**src/rtl/pr_ctrl_sequencer.sv**
```systemverilog
// Port-gasket partial-reconfiguration sequencer: walks the PR CSR block through the
// reset handshake, start request, bitstream push, status poll and error capture.
module pr_ctrl_sequencer #(
    parameter logic [31:0] BASE_ADDR       = 32'h70000,
    parameter int          ADDR_W          = 20,
    parameter int          ACK_POLL_MAX    = 16,
    parameter int          STATUS_POLL_MAX = 1024
) (
    input  logic              clk,
    input  logic              rst_n,
    input  logic              start,
    input  logic              pr_data_valid,
    input  logic [63:0]       pr_data,
    input  logic              pr_data_last,
    output logic              pr_data_ready,
    output logic              csr_req,
    output logic              csr_wr,
    output logic [ADDR_W-1:0] csr_addr,
    output logic [63:0]       csr_wdata,
    input  logic              csr_ack,
    input  logic [63:0]       csr_rdata,
    output logic              busy,
    output logic              done,
    output logic [2:0]        result,
    output logic [63:0]       pr_error,
    output logic [31:0]       beat_count
);

    localparam logic [31:0] CTRL_FULL   = BASE_ADDR + 32'h08;
    localparam logic [31:0] STATUS_FULL = BASE_ADDR + 32'h10;
    localparam logic [31:0] DATA_FULL   = BASE_ADDR + 32'h18;
    localparam logic [31:0] ERROR_FULL  = BASE_ADDR + 32'h20;

    localparam logic [ADDR_W-1:0] ADDR_CTRL   = CTRL_FULL[ADDR_W-1:0];
    localparam logic [ADDR_W-1:0] ADDR_STATUS = STATUS_FULL[ADDR_W-1:0];
    localparam logic [ADDR_W-1:0] ADDR_DATA   = DATA_FULL[ADDR_W-1:0];
    localparam logic [ADDR_W-1:0] ADDR_ERROR  = ERROR_FULL[ADDR_W-1:0];

    localparam logic [31:0] ACK_LAST    = 32'(ACK_POLL_MAX - 1);
    localparam logic [31:0] STATUS_LAST = 32'(STATUS_POLL_MAX - 1);

    typedef enum logic [3:0] {
        IDLE,
        RST_SET,
        RST_ACK,
        RST_CLR,
        RST_ACK_CLR,
        START_REQ,
        DATA,
        PUSH_DONE,
        STATUS_POLL,
        ERR_RD,
        FAIL,
        FIN
    } state_t;

    state_t state;
    state_t next_state;

    logic              ack_fire;
    logic              poll_last;
    logic              beat_last;
    logic [31:0]       poll_cnt;
    logic              issue;
    logic              issue_wr;
    logic [ADDR_W-1:0] issue_addr;
    logic [63:0]       issue_wdata;

    assign ack_fire  = csr_req && csr_ack;
    assign poll_last = (state == STATUS_POLL) ? (poll_cnt == STATUS_LAST)
                                              : (poll_cnt == ACK_LAST);

    always_ff @(posedge clk) begin
        if (!rst_n) begin
            state <= IDLE;
        end else begin
            state <= next_state;
        end
    end

    // Success is tested before the poll limit, so the read that would hit the limit can still pass.
    always_comb begin
        next_state = state;
        case (state)
            IDLE:        if (start) next_state = RST_SET;
            RST_SET:     if (ack_fire) next_state = RST_ACK;
            RST_ACK: begin
                if (ack_fire) begin
                    if (csr_rdata[4])   next_state = RST_CLR;
                    else if (poll_last) next_state = FAIL;
                end
            end
            RST_CLR:     if (ack_fire) next_state = RST_ACK_CLR;
            RST_ACK_CLR: begin
                if (ack_fire) begin
                    if (!csr_rdata[4])  next_state = START_REQ;
                    else if (poll_last) next_state = FAIL;
                end
            end
            START_REQ:   if (ack_fire) next_state = DATA;
            DATA:        if (ack_fire && beat_last) next_state = PUSH_DONE;
            PUSH_DONE:   if (ack_fire) next_state = STATUS_POLL;
            STATUS_POLL: begin
                if (ack_fire) begin
                    if (!csr_rdata[16]) next_state = ERR_RD;
                    else if (poll_last) next_state = FAIL;
                end
            end
            ERR_RD:      if (ack_fire) next_state = FIN;
            FAIL:        next_state = FIN;
            FIN:         next_state = IDLE;
            default:     next_state = IDLE;
        endcase
    end

    always_comb begin
        issue         = 1'b0;
        issue_wr      = 1'b0;
        issue_addr    = ADDR_CTRL;
        issue_wdata   = 64'h0;
        pr_data_ready = 1'b0;
        busy          = (state != IDLE) && (state != FIN);
        done          = (state == FIN);
        case (state)
            RST_SET: begin
                issue       = !csr_req;
                issue_wr    = 1'b1;
                issue_wdata = 64'h1;
            end
            RST_ACK, RST_ACK_CLR: begin
                issue = !csr_req;
            end
            RST_CLR: begin
                issue    = !csr_req;
                issue_wr = 1'b1;
            end
            START_REQ: begin
                issue       = !csr_req;
                issue_wr    = 1'b1;
                issue_wdata = 64'h1000;
            end
            DATA: begin
                pr_data_ready = !csr_req;
                issue         = pr_data_valid && !csr_req;
                issue_wr      = 1'b1;
                issue_addr    = ADDR_DATA;
                issue_wdata   = pr_data;
            end
            PUSH_DONE: begin
                issue       = !csr_req;
                issue_wr    = 1'b1;
                issue_wdata = 64'h3000;
            end
            STATUS_POLL: begin
                issue      = !csr_req;
                issue_addr = ADDR_STATUS;
            end
            ERR_RD: begin
                issue      = !csr_req;
                issue_addr = ADDR_ERROR;
            end
            default: ;
        endcase
    end

    always_ff @(posedge clk) begin
        if (!rst_n) begin
            csr_req    <= 1'b0;
            csr_wr     <= 1'b0;
            csr_addr   <= '0;
            csr_wdata  <= 64'h0;
            beat_last  <= 1'b0;
            poll_cnt   <= 32'h0;
            result     <= 3'd0;
            pr_error   <= 64'h0;
            beat_count <= 32'h0;
        end else begin
            if (ack_fire) begin
                csr_req <= 1'b0;
            end else if (issue) begin
                csr_req   <= 1'b1;
                csr_wr    <= issue_wr;
                csr_addr  <= issue_addr;
                csr_wdata <= issue_wdata;
            end

            if (issue && (state == DATA)) begin
                beat_last <= pr_data_last;
            end

            // Counter restarts on every state change so each polling state gets its own budget.
            if (state != next_state) begin
                poll_cnt <= 32'h0;
            end else if (ack_fire) begin
                poll_cnt <= poll_cnt + 32'd1;
            end

            if ((state == IDLE) && start) begin
                result     <= 3'd0;
                pr_error   <= 64'h0;
                beat_count <= 32'h0;
            end

            if ((state == DATA) && ack_fire && (beat_count != 32'hFFFF_FFFF)) begin
                beat_count <= beat_count + 32'd1;
            end

            if ((state == ERR_RD) && ack_fire) begin
                pr_error <= csr_rdata;
                result   <= (csr_rdata != 64'h0) ? 3'd3 : 3'd0;
            end

            if (ack_fire && (next_state == FAIL)) begin
                result <= (state == STATUS_POLL) ? 3'd2 : 3'd1;
            end
        end
    end

endmodule

```
**config.mk**
```make
export PLATFORM = sky130hd
export DESIGN_NAME = pr_ctrl_sequencer
export DESIGN_NICKNAME = d
export VERILOG_FILES = /design/src/rtl/pr_ctrl_sequencer.sv
export SDC_FILE = /design/constraint.sdc
export NUM_CORES = 1
export LEC_CHECK = 0
export CORE_MARGIN = 10
export CORE_UTILIZATION = 42
export CTS_BUF_LIST = sky130_fd_sc_hd__clkbuf_8
export CTS_CLUSTER_SIZE = 24
export DETAILED_ROUTE_END_ITERATION = 10
export MAX_ROUTING_LAYER = met4
export PLACE_DENSITY = 0.89
export RECOVER_POWER = 100
export SYNTH_ARGS = -nofsm -noshare
export SYNTH_HDL_FRONTEND = slang
export SYNTH_SLANG_ARGS = --single-unit
```
**constraint.sdc**
```tcl
create_clock -name clk -period 2.25 [get_ports clk]
set_input_delay 0.225 -clock clk [delete_from_list [all_inputs] [get_ports clk]]
set_output_delay 0.225 -clock clk [all_outputs]
set_load 0.005 [all_outputs]
```
==> impl_metrics.ini <==
[global_routing]
grt_use_total = 0.228
grt_first_pass_wirelength_mm = 48.5
first_global_vias = 9184
antenna_found_initial = 0
grt-ovfl-total = 0
grt_max_degree = 58

[sta]
skew_ns = 0.0325
timing.final.max_slew_violations = 0
hold_violations = 0
fin_ws_ns = -0.139
tns_ns = -3.12
finalCritPeriodShare = 1.06
slew_headroom = 0.602
timing.hold.ws_ns = 0.0472
setup_violations = 36
rsz0062_at_grt = yes
fmax_mhz = 419
finalCriticalPeriod_ns = 2.39
worst_slew_pin_slew_ns = 0.597

[drt]
post_drt_wl_per_cell_um = 19.4
antenna_left = 0
drc_errors = 0
first_pass_iters = 8
highest-signal-layer = met4
wl_met1_mm = 12.1
vias = 9217
viasPerCell = 5.51
wl_mm = 32.5
first_iter_violations = 681
wl_met2_mm = 16.3
met3WireLength_mm = 3.18

[worst_setup_path]
crit_path_max_incr_delay_ns = 0.55
cp.arrival_ns = 2.79
cp_common_cell = o2111ai_4
reg2regPathDepth = 9
critPathRequiredTime_ns = 2.65
critical_path_buf_inv_count = 2
critPathKind = register to register
end_kind = register
cp-start-kind = register
cp.depth = 9
crit_slowest_cell = or4b_4
path_cells = or4b_4 > nor3_1 > o2111ai_4 > a31oi_4 > a211oi_2 > o2111ai_4 > buf_6 > buf_16 > nor2_2
critPathMaxFanout = 5
critical_path.top_delay_family = simple AND/OR/NAND/NOR gates

[layout]
area_growth_pct = 54.4
final_layout_size_suffix_gt1_frac = 0.147
finalInstanceArea_sq_um = 13600
multi_input_area_sq_um = 4460
ff_latch_area_sq_um = 4110
fillers = 1514
n_antenna_cell = 0
utilization = 0.667
nets = 1518

[yosys]
ys_top_cells_by_area = dfxtp_1 (47%), a22oi_1 (11%), nor2b_1 (6.0%)
synthAdderAreaFrac = 0.00284
synth-seq-cells = 205
synth_top_area_frac = 0.465
synth_ff_type = dfxtp_1
ys_seq_area_frac = 0.465
netlist_instances = 996
synth_edf_count = 0
postSynth.asyncResetShare = 0
synthMuxAreaShare = 0.00582
synth-xor-area-share = 0.0407
ys_types = 68
synth_top_area_cell = dfxtp_1
synth_area_sq_um = 8820
yosys_warnings = 0
yosys.area_share.simple = 0.252
avgSynthCellArea_sq_um = 8.86
synth_top_family_by_area = simple AND/OR/NAND/NOR gates
synth_compound_area_frac = 0.182

[place]
placed_area_sq_um = 12800
place.gp.congestion = 0.894
io_buffers = 306
place_hpwl_mm = 23.7

[run]
maxCapViolations = 0

[die]
start_util = 0.432
core_sq_um = 20400
die_y_um = 165
die_area_sq_um = 27200
ios = 322
dieWidth_um = 165
rows = 52

[clock_network]
cts_tree = built
clock-sinks = 205
clk-insertion-delay-late_ns = 0.54
cts_buffers = 36
clock_path_buffers = 3
root_buffer = clkbuf_8
clk_pin_slew_ns = 0.06
cts_max_level = 2

[worst_hold_path]
min_path_type = primary input to register
hold_depth = 2

[power]
p_leak_nw = 5.45
irDropWorstVdd_v = 0.000585
power_density_nw_per_um2 = 564

[outcome]
status = finished with violations
violations = negative setup slack
path summary, 6_finish.rpt:
path | startpoint | endpoint | slack [ns]
worst min-delay path | rst_n | beat_count[1] | 0.05
worst min register to register | csr_addr[3] | csr_addr[3] | 0.45
worst max register to register | state[1] | poll_cnt[21] | -0.14
worst max-delay path | state[1] | poll_cnt[21] | -0.14
where the power goes:
| part | leakage (nW) | switching [mW] | internal (mW) |
|---|---|---|---|
| clock | 0.408 | 1.52 | 1.83 |
| sequential | 1.65 | 0.00856 | 3.64 |
| combinational | 3.39 | 0.315 | 0.361 |
| total | 5.45 | 1.85 | 5.83 |
cell usage in the layout, fill, tap and decap left out, types with 4 or more instances in the layout:
cell	synthesis	layout
nand2_1	67	62
and3_1	13	12
o21ai_0	31	29
and2_1	11	9
a21oi_1	30	30
nand2_2	0	5
nor4_1	21	20
nor3_1	11	10
xnor2_1	12	12
buf_4	17	94
clkbuf_8	0	43
a211oi_1	4	4
dfxtp_1	205	204
clkdlybuf4s50_1	0	135
buf_6	3	7
xor2_1	29	29
o31ai_1	5	4
a21boi_0	5	5
nand3_1	28	28
mux2i_1	4	4
nor2_4	0	5
nor2_1	116	108
a31oi_1	5	5
nor2b_1	85	85
dlygate4sd3_1	0	168
buf_12	0	4
inv_1	8	22
a22oi_1	125	125
and4_1	5	4
nand4_1	21	21
nor2_2	10	13
conb_1	1	15
routing by layer:
layer  GRT usage  vias to the layer above
met2       0.382                      427
met3      0.0772                       63
li1            -                     4306
met5           -                        -
met1       0.248                     4421
met4      0.0781                        0
repair_timing:
action                                  4_1_cts  5_1_grt
gates cloned                                  2        0
endpoints found under the setup margin       38       50
pin swaps                                     2       11
hold buffers                                  0        0
resized for setup                            17       33
buffers inserted                              3        1
state kept, by name, summed over array words and instances, names as in the netlist:
signal and flops:
csr_addr 4, state 4, result 2, beat_last 1, beat_count 32, csr_req 1, poll_cnt 32, csr_wdata 64
csr_wr 1, pr_error 64
layout make-up:
| class | count | area share |
|---|---|---|
| multi-input cells | 711 | 0.328 |
| clock inverters | 17 | 0.00698 |
| well taps | 270 | 0.0248 |
| inverters | 8 | 0.00220 |
| flip-flops and latches | 205 | 0.301 |
| repair buffers | 420 | 0.294 |
| clock buffers | 43 | 0.0434 |
cells by family (layout without fill, tap and decap cells):
kind of cell,Yosys count,in the layout
AOI/OAI and AO/OA,228,228
xor gates and xnor gates,41,41
adders and majority gates,2,2
buffers and inverters,94,488
DFF,205,205
muxes,5,5
other,1,15
and+or+nand+nor,420,420
through the flow:
| step | instances | setup slack (ns) | total power [mW] |
|---|---|---|---|
| after detailed placement | 1611 | -0.271 | 4.38 |
| after global placement | 1611 | -0.219 | 4.37 |
| final | 1674 | -0.139 | 7.68 |
| after CTS | 1676 | -0.133 | 7.72 |
| after floorplan | 1010 | 0.0377 | 3.99 |
| after global routing | 1674 | -0.232 | 7.92 |
Yosys cell counts, types with 13 or more instances:
master / instances
nand4_1: 21
and3_1: 13
nand3_1: 28
o21ai_0: 31
nor2b_1: 85
clkbuf_1: 45
nor4_1: 21
dfxtp_1: 205
buf_4: 17
xor2_1: 29
nor2_1: 116
nand2_1: 67
a22oi_1: 125
a21oi_1: 30
Power figures use the tool's default switching activity.
